<file path="config.mk">
export PLATFORM = sky130hd
export DESIGN_NAME = ct_ciu_bmbif_rr_arb_flat
export DESIGN_NICKNAME = d
export VERILOG_FILES = /design/src/rtl/ct_ciu_bmbif_rr_arb_if.sv /design/src/rtl/ct_ciu_bmbif_rr_arb.sv /design/src/flat_wrapper.sv
export SDC_FILE = /design/constraint.sdc
export NUM_CORES = 1
export LEC_CHECK = 0
export BUFFER_PORTS_ARGS = -buffer_cell sky130_fd_sc_hd__buf_4
export CAP_MARGIN = 0
export CORE_MARGIN = 2
export CORE_UTILIZATION = 40
export DETAILED_ROUTE_END_ITERATION = 6
export GPL_TIMING_DRIVEN = 0
export PLACE_DENSITY = 0.63
export SYNTH_ARGS = -nofsm -noshare
export SYNTH_HDL_FRONTEND = slang
export SYNTH_SLANG_ARGS = --single-unit
</file>
<file path="constraint.sdc">
create_clock -name forever_cpuclk -period 3.23 [get_ports forever_cpuclk]
set_input_delay 0.4845 -clock forever_cpuclk [delete_from_list [all_inputs] [get_ports forever_cpuclk]]
set_output_delay 0.4845 -clock forever_cpuclk [all_outputs]
set_load 0.005 [all_outputs]
</file>
<file path="src/rtl/ct_ciu_bmbif_rr_arb_if.sv">
// BMB arbiter bundle: per-PIU request/grant plus the single queued bar channel.
// Handshake: a PIU holds req (and its payload) until it sees grant in the same cycle; the bar
// request holds until xx_bmbif_bar_grant, and a bar grant while bar_req is low is ignored.
interface ct_ciu_bmbif_rr_arb_if #(
  parameter int NUM_PIU = 4,
  parameter int BUS_W   = 9,
  parameter int DEPTH   = 4,
  parameter int MID_W   = 3
);
  localparam int CNT_W = $clog2(DEPTH) + 1;

  logic [NUM_PIU-1:0]       piu_bmbif_xx_req;
  logic [NUM_PIU*BUS_W-1:0] piu_bmbif_req_bus;
  logic [NUM_PIU-1:0]       bmbif_piu_xx_grant;
  logic                     bmbif_xx_bar_req;
  logic [BUS_W-1:0]         bmbif_xx_req_bus;
  logic [MID_W-1:0]         bmbif_xx_mid;
  logic                     xx_bmbif_bar_grant;
  logic [CNT_W-1:0]         bmbif_xx_fifo_cnt;
  logic                     bmbif_xx_idle;

  modport slave (
    input  piu_bmbif_xx_req, piu_bmbif_req_bus, xx_bmbif_bar_grant,
    output bmbif_piu_xx_grant, bmbif_xx_bar_req, bmbif_xx_req_bus, bmbif_xx_mid,
           bmbif_xx_fifo_cnt, bmbif_xx_idle
  );

  modport master (
    output piu_bmbif_xx_req, piu_bmbif_req_bus, xx_bmbif_bar_grant,
    input  bmbif_piu_xx_grant, bmbif_xx_bar_req, bmbif_xx_req_bus, bmbif_xx_mid,
           bmbif_xx_fifo_cnt, bmbif_xx_idle
  );
endinterface

</file>
<file path="src/rtl/ct_ciu_bmbif_rr_arb.sv">
// Round-robin arbiter of NUM_PIU requesters feeding an in-order DEPTH-entry queue whose head
// drives the single BMB bar request; grants stall while the queue is full and not popping.
module ct_ciu_bmbif_rr_arb #(
  parameter int NUM_PIU = 4,
  parameter int BUS_W   = 9,
  parameter int DEPTH   = 4,
  parameter int MID_W   = 3
) (
  input  logic                  forever_cpuclk,
  input  logic                  cpurst_b,
  input  logic                  ciu_icg_en,
  input  logic                  pad_yy_icg_scan_en,
  ct_ciu_bmbif_rr_arb_if.slave  bmb
);
  localparam int PTR_W = $clog2(DEPTH);
  localparam int CNT_W = PTR_W + 1;
  localparam int RR_W  = $clog2(NUM_PIU);

  logic [RR_W-1:0]  rr_ptr;
  logic [PTR_W-1:0] wptr;
  logic [PTR_W-1:0] rptr;
  logic [CNT_W-1:0] cnt;
  logic [BUS_W-1:0] q_bus [DEPTH];
  logic [MID_W-1:0] q_mid [DEPTH];

  logic               empty;
  logic               full;
  logic               pop;
  logic               push_ok;
  logic               clk_en;
  logic               gnt_vld;
  logic [RR_W-1:0]    gnt_idx;
  logic [RR_W-1:0]    nxt_ptr;
  logic [RR_W-1:0]    idx;
  logic [NUM_PIU-1:0] grant;
  logic [BUS_W-1:0]   gnt_bus;

  assign empty   = (cnt == '0);
  assign full    = (cnt == CNT_W'(DEPTH));
  assign pop     = !empty && bmb.xx_bmbif_bar_grant;
  assign push_ok = !full || pop;
  // State only moves with a request or a non-empty queue, so this enable never changes timing.
  assign clk_en  = (|bmb.piu_bmbif_xx_req) || !empty || ciu_icg_en || pad_yy_icg_scan_en;

  always_comb begin
    gnt_vld = 1'b0;
    gnt_idx = '0;
    idx     = '0;
    grant   = '0;
    if (push_ok) begin
      for (int k = 0; k < NUM_PIU; k++) begin
        idx = RR_W'((int'(rr_ptr) + k) % NUM_PIU);
        if (!gnt_vld && bmb.piu_bmbif_xx_req[idx]) begin
          gnt_vld = 1'b1;
          gnt_idx = idx;
        end
      end
    end
    if (gnt_vld) grant[gnt_idx] = 1'b1;
  end

  always_comb begin
    gnt_bus = '0;
    for (int i = 0; i < NUM_PIU; i++) begin
      if (gnt_idx == RR_W'(i)) gnt_bus = bmb.piu_bmbif_req_bus[i*BUS_W +: BUS_W];
    end
  end

  // Explicit wrap so non-power-of-2 NUM_PIU returns to PIU0 after the last port.
  assign nxt_ptr = (gnt_idx == RR_W'(NUM_PIU - 1)) ? '0 : gnt_idx + RR_W'(1);

  always_ff @(posedge forever_cpuclk or negedge cpurst_b) begin
    if (!cpurst_b) begin
      rr_ptr <= '0;
      wptr   <= '0;
      rptr   <= '0;
      cnt    <= '0;
      for (int i = 0; i < DEPTH; i++) begin
        q_bus[i] <= '0;
        q_mid[i] <= '0;
      end
    end else if (clk_en) begin
      if (gnt_vld) begin
        rr_ptr      <= nxt_ptr;
        q_bus[wptr] <= gnt_bus;
        q_mid[wptr] <= MID_W'(gnt_idx);
        wptr        <= wptr + PTR_W'(1);
      end
      if (pop) rptr <= rptr + PTR_W'(1);
      case ({gnt_vld, pop})
        2'b10:   cnt <= cnt + CNT_W'(1);
        2'b01:   cnt <= cnt - CNT_W'(1);
        default: cnt <= cnt;
      endcase
    end
  end

  assign bmb.bmbif_piu_xx_grant = grant;
  assign bmb.bmbif_xx_bar_req   = !empty;
  assign bmb.bmbif_xx_req_bus   = empty ? '0 : q_bus[rptr];
  assign bmb.bmbif_xx_mid       = empty ? '0 : q_mid[rptr];
  assign bmb.bmbif_xx_fifo_cnt  = cnt;
  assign bmb.bmbif_xx_idle      = empty && !(|bmb.piu_bmbif_xx_req);

  a_grant_onehot0: assert property (@(posedge forever_cpuclk) disable iff (!cpurst_b)
    $onehot0(grant));
  a_no_push_full: assert property (@(posedge forever_cpuclk) disable iff (!cpurst_b)
    !(gnt_vld && full && !pop));
  a_cnt_range: assert property (@(posedge forever_cpuclk) disable iff (!cpurst_b)
    cnt <= CNT_W'(DEPTH));
endmodule

</file>
<file path="src/flat_wrapper.sv">
// flat-port wrapper written by rule: the top's interface ports become plain ports
module ct_ciu_bmbif_rr_arb_flat 
#(
  parameter int NUM_PIU = 4,
  parameter int BUS_W   = 9,
  parameter int DEPTH   = 4,
  parameter int MID_W   = 3
)
  (forever_cpuclk, cpurst_b, ciu_icg_en, pad_yy_icg_scan_en, bmb_piu_bmbif_xx_req, bmb_piu_bmbif_req_bus, bmb_xx_bmbif_bar_grant, bmb_bmbif_piu_xx_grant, bmb_bmbif_xx_bar_req, bmb_bmbif_xx_req_bus, bmb_bmbif_xx_mid, bmb_bmbif_xx_fifo_cnt, bmb_bmbif_xx_idle);
  ct_ciu_bmbif_rr_arb_if #(.NUM_PIU(NUM_PIU), .BUS_W(BUS_W), .DEPTH(DEPTH), .MID_W(MID_W)) bmb_i ();
  input  logic forever_cpuclk;
  input  logic cpurst_b;
  input  logic ciu_icg_en;
  input  logic pad_yy_icg_scan_en;
  input wire logic [$bits(bmb_i.piu_bmbif_xx_req)-1:0] bmb_piu_bmbif_xx_req;
  input wire logic [$bits(bmb_i.piu_bmbif_req_bus)-1:0] bmb_piu_bmbif_req_bus;
  input wire logic [$bits(bmb_i.xx_bmbif_bar_grant)-1:0] bmb_xx_bmbif_bar_grant;
  output wire logic [$bits(bmb_i.bmbif_piu_xx_grant)-1:0] bmb_bmbif_piu_xx_grant;
  output wire logic [$bits(bmb_i.bmbif_xx_bar_req)-1:0] bmb_bmbif_xx_bar_req;
  output wire logic [$bits(bmb_i.bmbif_xx_req_bus)-1:0] bmb_bmbif_xx_req_bus;
  output wire logic [$bits(bmb_i.bmbif_xx_mid)-1:0] bmb_bmbif_xx_mid;
  output wire logic [$bits(bmb_i.bmbif_xx_fifo_cnt)-1:0] bmb_bmbif_xx_fifo_cnt;
  output wire logic [$bits(bmb_i.bmbif_xx_idle)-1:0] bmb_bmbif_xx_idle;
  assign bmb_i.piu_bmbif_xx_req = bmb_piu_bmbif_xx_req;
  assign bmb_i.piu_bmbif_req_bus = bmb_piu_bmbif_req_bus;
  assign bmb_i.xx_bmbif_bar_grant = bmb_xx_bmbif_bar_grant;
  assign bmb_bmbif_piu_xx_grant = bmb_i.bmbif_piu_xx_grant;
  assign bmb_bmbif_xx_bar_req = bmb_i.bmbif_xx_bar_req;
  assign bmb_bmbif_xx_req_bus = bmb_i.bmbif_xx_req_bus;
  assign bmb_bmbif_xx_mid = bmb_i.bmbif_xx_mid;
  assign bmb_bmbif_xx_fifo_cnt = bmb_i.bmbif_xx_fifo_cnt;
  assign bmb_bmbif_xx_idle = bmb_i.bmbif_xx_idle;
  ct_ciu_bmbif_rr_arb #(.NUM_PIU(NUM_PIU), .BUS_W(BUS_W), .DEPTH(DEPTH), .MID_W(MID_W)) u_core (.forever_cpuclk(forever_cpuclk), .cpurst_b(cpurst_b), .ciu_icg_en(ciu_icg_en), .pad_yy_icg_scan_en(pad_yy_icg_scan_en), .bmb(bmb_i));
endmodule
</file>
==> results.md, run 1 <==
* Initial Utilization at 0.411
* Final Setup Violations at 0
* Final Cell Area at 0.00368 sq mm
* Vias in the first global route at 2,283
* # DRC at 0
* Clk root buf: clkbuf_8
* Hold Vio Cnt, Final at 0
* Post-DR vias/cell at 5.17
* Dpl cells at 400
* Initial DRC Count at 89
* Total number of vias at between 2,000 and 2,500
* # nets final at 360
* Die footprint at 0.00811 sq mm
* Final setup skew at 0.00548 ns
* Post-CTS Hold Buffers at 0
* Setup crit start kind: flip-flop
* CP required at 2.75 ns
* Netlist cell types at 41
* Peak Freq at about 330 MHz
* VDD IR max at 0.360 mV
* Net Count, Synth at 292
* RSZ-0062 raised after global routing: yes
* Mapped Area at 0.00296 sq mm
* CTS tree: yes
* Final worst path period share at 0.941
* Synthesis Warnings at 0
* Die span in x at 90.0 um
* Post-Route WL at 6890 um
* Share of the synthesized area in the top cell type at 0.448
* WL/cell at between 15 and 20 um
* Pin count of the biggest net entering global routing at between 50 and 60
* Pwr Density at 1090 mW/mm^2
* Clk buf depth at 2
* Post-DP HPWL at 4860 um
* ANT nets after route at 0
* Leading area contributor after synthesis: dfrtp_1
* Non-Filler Instances at 404
* Crit end category: output port
* N_diodes at 0
* Critical path type: flip-flop to output port
* Post-synth EDFFs at 0
* Async S/R FF share, synth at 1.00
* Clk_lat worst skew at 0.30 ns
* Final Critical Period at ~3.0 ns
* Flops & latches, synth at 53
* Worst path arrival time at approximately 2.6 ns
* Gr usage total at 0.182
* Core ar. at 0.00721 sq mm
* Crit Path Max Fanout at 10
* Worst-path cell chain: or4b_4, and2_4, buf_6, nand2_1, ha_1, and3_1, buf_4
* Synth Instances at 237
* Layout area overhead at 24.4%
* Max Slew Vio Count at 0
* Synthesized area per cell at 12.5 sq um
* H-Tree Depth at 2
* Post-synthesis sequential area ratio at 0.448
* Hold_ws at roughly 0.2 ns
* Gates resized, CTS repair at 2
* PortBufs at 64
* Worst-Margin Slew at 0.711 ns
* Leakage power at about 1.7 nW
* Row Count at 31
* Outcome: finished clean
* Postcts setup bufs at 0
* First-pass GRT wire length at 11,700 um
* Die Ht at 90.0 um
* Initial antenna violation count at 0
* CTS buffer count at 5
* TritonCTS Sinks at 53
* Crit path max-delay cell type: or4b_4
* IO Pins at 66
* Clk pin slew, worst setup/hold paths at ~0.09 ns
* Gpl congestion at 0.746
* Global route overflow at 0
* Placed Area at 0.00357 sq mm
* Max-slew headroom at 0.526
* Dominant synthesized flop cell: dfrtp_1
* Fillers at 659
* Synth top area cells: dfrtp_1, mux2_2, mux4_2
* Layout cells sized above 1 at 0.472
* Max-Cap Viols at 0
* Pre-antenna DRT Iters at 4
* Hold WC Path Type: primary input to asynchronous set/reset pin
* Total Power at 4.02 mW
* Largest stage delay, worst path at just under 0.6 ns
[cells in the final DEF, fill, tap and decap left out, drive strengths merged, types with 2 or more instances in the layout]
cell type  Yosys  final
buf            8     72
dfrtp         53     53
mux2          45     45
nand2         20     20
and2          15     15
mux4          11     11
nand3b         9      9
a31oi          9      9
ha             9      9
o22ai          8      8
nor2           7      7
inv            6      6
clkbuf         4      6
o21ai          4      4
nand2b         3      3
and3           3      3
or3            2      2
a21oi          2      2
xor2           2      2
xnor2          2      2
a211oi         2      2
[cells by family (layout without fill, tap and decap cells)]
family | after synthesis | in the layout | synth area share
AND/OR/NAND/NOR | 65 | 65 | 0.127
multiplexers | 57 | 57 | 0.271
flip-flops | 53 | 53 | 0.448
AO/OA/AOI/OAI | 28 | 28 | 0.0587
buffers and inverters | 19 | 87 | 0.0376
adder cells (fa/ha/maj) | 10 | 10 | 0.0448
XOR/XNOR | 4 | 4 | 0.0118
other | 1 | 1 | 0.00127
[cell type report]
| cell class | instances | area [sq um] | share of cell area |
|---|---|---|---|
| Buffer | 9 | 73.8 | 0.0200 |
| Timing Repair Buffer | 64 | 480 | 0.130 |
| Clock buffer | 5 | 68.8 | 0.0187 |
| Inverter | 7 | 30.0 | 0.00815 |
| Clock inverter | 2 | 35.0 | 0.00951 |
| Tap cell | 99 | 124 | 0.0336 |
| Multi-Input combinational cell | 165 | 1550 | 0.420 |
| Sequential cell | 53 | 1330 | 0.360 |
[per-stage QoR]
stage          setup slack, ns  TNS (ns)  utilization
4_1_cts                 0.0296         0        0.510
5_1_grt               -0.00144  -0.00144        0.511
3_5_place_dp            -0.156     -2.77        0.494
2_1_floorplan            0.543         0            -
3_3_place_gp            -0.127     -1.26        0.494
6_report                 0.190         0        0.511
[Yosys cell counts, types with 2 or more instances]
cell and number:
dfrtp_1 53, mux2_2 35, nand2_1 19, and2_1 14
mux4_2 11, mux2_4 10, a31oi_1 9, ha_1 9
nand3b_1 9, o22ai_1 8, nor2_1 7, inv_1 6
buf_4 4, clkbuf_1 4, o21ai_0 4, and3_1 3
nand2b_1 3, a211oi_1 2, a21oi_1 2, or3_1 2
xnor2_1 2, xor2_1 2
[state kept, by name, summed over array words and instances, names as in the netlist]
| name | count |
|---|---|
| u_core.q_bus | 36 |
| u_core.q_mid | 8 |
| u_core.bmb.bmbif_xx_fifo_cnt | 3 |
| u_core.rptr | 2 |
| u_core.rr_ptr | 2 |
| u_core.wptr | 2 |
[critical path: cells and delay by family, from the launching register on]
family	cells	cell delay, ns
buffers and inverters	2	0.26
DFF	1	0.43
adders and majority gates	1	0.43
and+or+nand+nor	4	1.13
[power by group]
| part | switching, mW | total [mW] | leakage [nW] | internal [mW] |
|---|---|---|---|---|
| Combinational | 1.02 | 2.36 | 1.00 | 1.34 |
| Sequential | 0.204 | 1.22 | 0.638 | 1.02 |
| Clock | 0.214 | 0.440 | 0.0540 | 0.226 |
| Total | 1.44 | 4.02 | 1.69 | 2.58 |
[path summary, 6_finish.rpt]
path	startpoint	depth (start not counted)	end	slack, ns
worst max-delay path	u_core.bmb.bmbif_xx_fifo_cnt[1]	7	bmb_bmbif_piu_xx_grant[0]	0.19
worst min-delay path	cpurst_b	1	u_core.q_bus[30]	0.20
worst max register to register	u_core.bmb.bmbif_xx_fifo_cnt[1]	9	u_core.q_bus[18]	0.29
worst min register to register	u_core.q_bus[24]	1	u_core.q_bus[24]	0.51
max in group asynchronous	cpurst_b	1	u_core.q_bus[15]	2.58
min in group forever_cpuclk	u_core.q_bus[24]	1	u_core.q_bus[24]	0.51
[layer usage]
metal / track usage / up-vias / share of wire
met5: 0 / - / 0
met4: 0.0513 / 0 / 0.021
met3: 0.0419 / 12 / 0.049
met2: 0.308 / 52 / 0.49
met1: 0.235 / 1034 / 0.44
li1: - / 990 / -
Note: power is estimated with default switching activity, not from simulation.
==> inputs of run 2 (changes only) <==
REMOVE_ABC_BUFFERS = 1   (was unset)
==> run 2 against run 1 <==
  * Non-clock buffer count down 9
  * Wire length down 1.5%
  * Sequential power up 5%
  * Cell count down 2.0%
  * Setup slack better by 0.018 ns
  * Global-route usage down 0.51 points
  * First-iteration DRC count down 40%
  * Sequential share of layout area up 0.79 points
  * Critical path depth down 1
  * Combinational power down 6%
  * Cell area down 2.1%
  * Clock power down 6.6%
  * Largest cell class unchanged
==> results.md, run 2 (same netlist as run 1, synthesis figures left out) <==
* Pre-antenna DRT Iters at 4
* Critical path type: flip-flop to output port
* WL/cell at 17.1 um
* Initial DRC Count at 53
* N_diodes at 0
* Post-DR vias/cell at 5.14
* Die span in x at between 90 and 100 um
* Hold_ws at 0.201 ns
* Int Power at 2.49 mW
* Hold Vio Cnt, Final at 0
* Max-Cap Viols at 0
* Total Power at roughly 4 mW
* Final Cell Area at around 0.0036 sq mm
* Die footprint at 0.00811 sq mm
* Worst-Margin Slew at 0.839 ns
* Fillers at 684
* Row Count at 31
* Die Ht at 90.0 um
* Vias in the first global route at between 2,000 and 2,500
* VDD IR max at 0.400 mV
* Postcts setup bufs at 0
* PortBufs at 64
* CP required at 2.75 ns
* IO Pins at 66
* Clk root buf: clkbuf_8
* Net Sw Frac at 0.362
* Most common cell after layout, fill and taps aside: buf_4
* Gpl congestion at 0.727
* Clk pin slew, worst setup/hold paths at 0.10 ns
* Initial antenna violation count at 0
* First-pass GRT wire length at around 11,000 um
* Total negative slack at 0 ns
* Max FFs per register at 36
* Hold WC Path Type: primary input to asynchronous set/reset pin
* Max-slew headroom at 0.441
* ANT nets after route at 0
* Most flop-heavy register: u_core.q_bus
* Crit path max-delay cell type: or4b_4
* Total number of vias at 2,036
* Leakage power at between 1.5 and 2 nW
* RSZ-0062 raised after global routing: no
* Initial Utilization at 0.411
* Gr usage total at 0.177
* # DRC at 0
* Worst path arrival time at 2.54 ns
* Post-CTS Hold Buffers at 0
* Outcome: finished clean
* Final Critical Period at 3.02 ns
* Post-DP HPWL at 4580 um
* Global route overflow at 0
* Placed Area at 0.00348 sq mm
* Dpl cells at 388
* Crit end category: output port
* Clk buf depth at 2
* Sequential Power Share at 0.329
* Final worst path period share at 0.935
* Largest stage delay, worst path at 0.59 ns
* CTS buffer count at 5
* Peak Freq at between 300 and 400 MHz
* Worst-path cell chain: or4b_4, and2_4, and2_1, ha_1, and3_1, buf_4
* Final Setup Violations at 0
* Gates resized, CTS repair at 2
* Crit Path Max Fanout at 19
* # nets final at 351
* CTS tree: yes
* Logic pwr share at 0.566
* Post-Route WL at 6790 um
* Core ar. at 0.00721 sq mm
* Pwr Density at 1080 mW/mm^2
* Commonest non-fill, non-tap cells in the layout: buf_4, dfrtp_1, mux2_2
* Layout cells sized above 1 at 0.461
* Clock power share at 0.105
* Non-Filler Instances at between 300 and 400
* Clk_lat worst skew at slightly above 0.3 ns
* H-Tree Depth at 2
* Max Slew Vio Count at 0
* Sw Pwr at around 1.4 mW
* Pin count of the biggest net entering global routing at 54
* Setup crit start kind: flip-flop
* Final setup skew at 0.00735 ns
* TritonCTS Sinks at 53
* Layout area overhead at 21.8%
run 2: cell count changes in the layout (fill, tap and decap cells not counted):
cell / previous run / this run
buf_1: 1 / 0
buf_12: 1 / 0
buf_2: 1 / 0
buf_4: 68 / 64
buf_6: 1 / 0
bufinv_16: 1 / 0
clkbuf_1: 1 / 0
clkbuf_8: 5 / 7
ha_1: 8 / 9
ha_2: 1 / 0
run 2: per-stage QoR:
| step | setup WS [ns] | utilization |
|---|---|---|
| 2_1_floorplan | 0.631 | - |
| 3_3_place_gp | -0.0110 | 0.482 |
| 3_5_place_dp | -0.0777 | 0.482 |
| 4_1_cts | 0.0986 | 0.498 |
| 5_1_grt | 0.00498 | 0.500 |
| 6_report | 0.209 | 0.500 |
run 2: final timing paths:
check                        slack [ns]                              end                       startpoint  cells after the start
setup reg to reg                   0.36                 u_core.q_bus[14]  u_core.bmb.bmbif_xx_fifo_cnt[1]                      8
setup / recovery                   0.21        bmb_bmbif_piu_xx_grant[1]  u_core.bmb.bmbif_xx_fifo_cnt[1]                      6
hold / removal                     0.20  u_core.bmb.bmbif_xx_fifo_cnt[0]                         cpurst_b                      1
min in group forever_cpuclk        0.51                  u_core.q_mid[0]                  u_core.q_mid[0]                      1
hold reg to reg                    0.51                  u_core.q_mid[0]                  u_core.q_mid[0]                      1
max in group asynchronous          2.58                 u_core.q_bus[30]                         cpurst_b                      1
run 2: critical path, delay by kind of cell, from the launching register on:
family / cells / cell delay [ns]
AND/OR/NAND/NOR: 4 / 1.24
flip-flops: 1 / 0.44
adder cells (fa/ha/maj): 1 / 0.41
buffers and inverters: 1 / 0.13
run 2: final cells by class:
| class | instances | area (sq um) | area share |
|---|---|---|---|
| well taps | 99 | 124 | 0.0344 |
| repair buffers | 64 | 480 | 0.133 |
| multi-input cells | 165 | 1540 | 0.428 |
| clock inverters | 1 | 5.00 | 0.00139 |
| flip-flops and latches | 53 | 1330 | 0.368 |
| inverters | 7 | 30.0 | 0.00833 |
| clock buffers | 7 | 96.3 | 0.0267 |
run 2: power groups by stage:
stage | Sequential (mW) | Combinational [mW] | Clock (mW)
6_report | 1.28 | 2.21 | 0.411
2_1_floorplan | 1.21 | 1.53 | 0
5_1_grt | 1.34 | 2.43 | 0.445
3_3_place_gp | 1.28 | 2.17 | 0
4_1_cts | 1.28 | 2.23 | 0.425
3_5_place_dp | 1.30 | 2.21 | 0
run 2: per-layer routing:
metal,part of all wire,GRT usage
met4,0.011,0.0423
met1,0.45,0.234
met5,0,0
met2,0.51,0.304
met3,0.036,0.0319
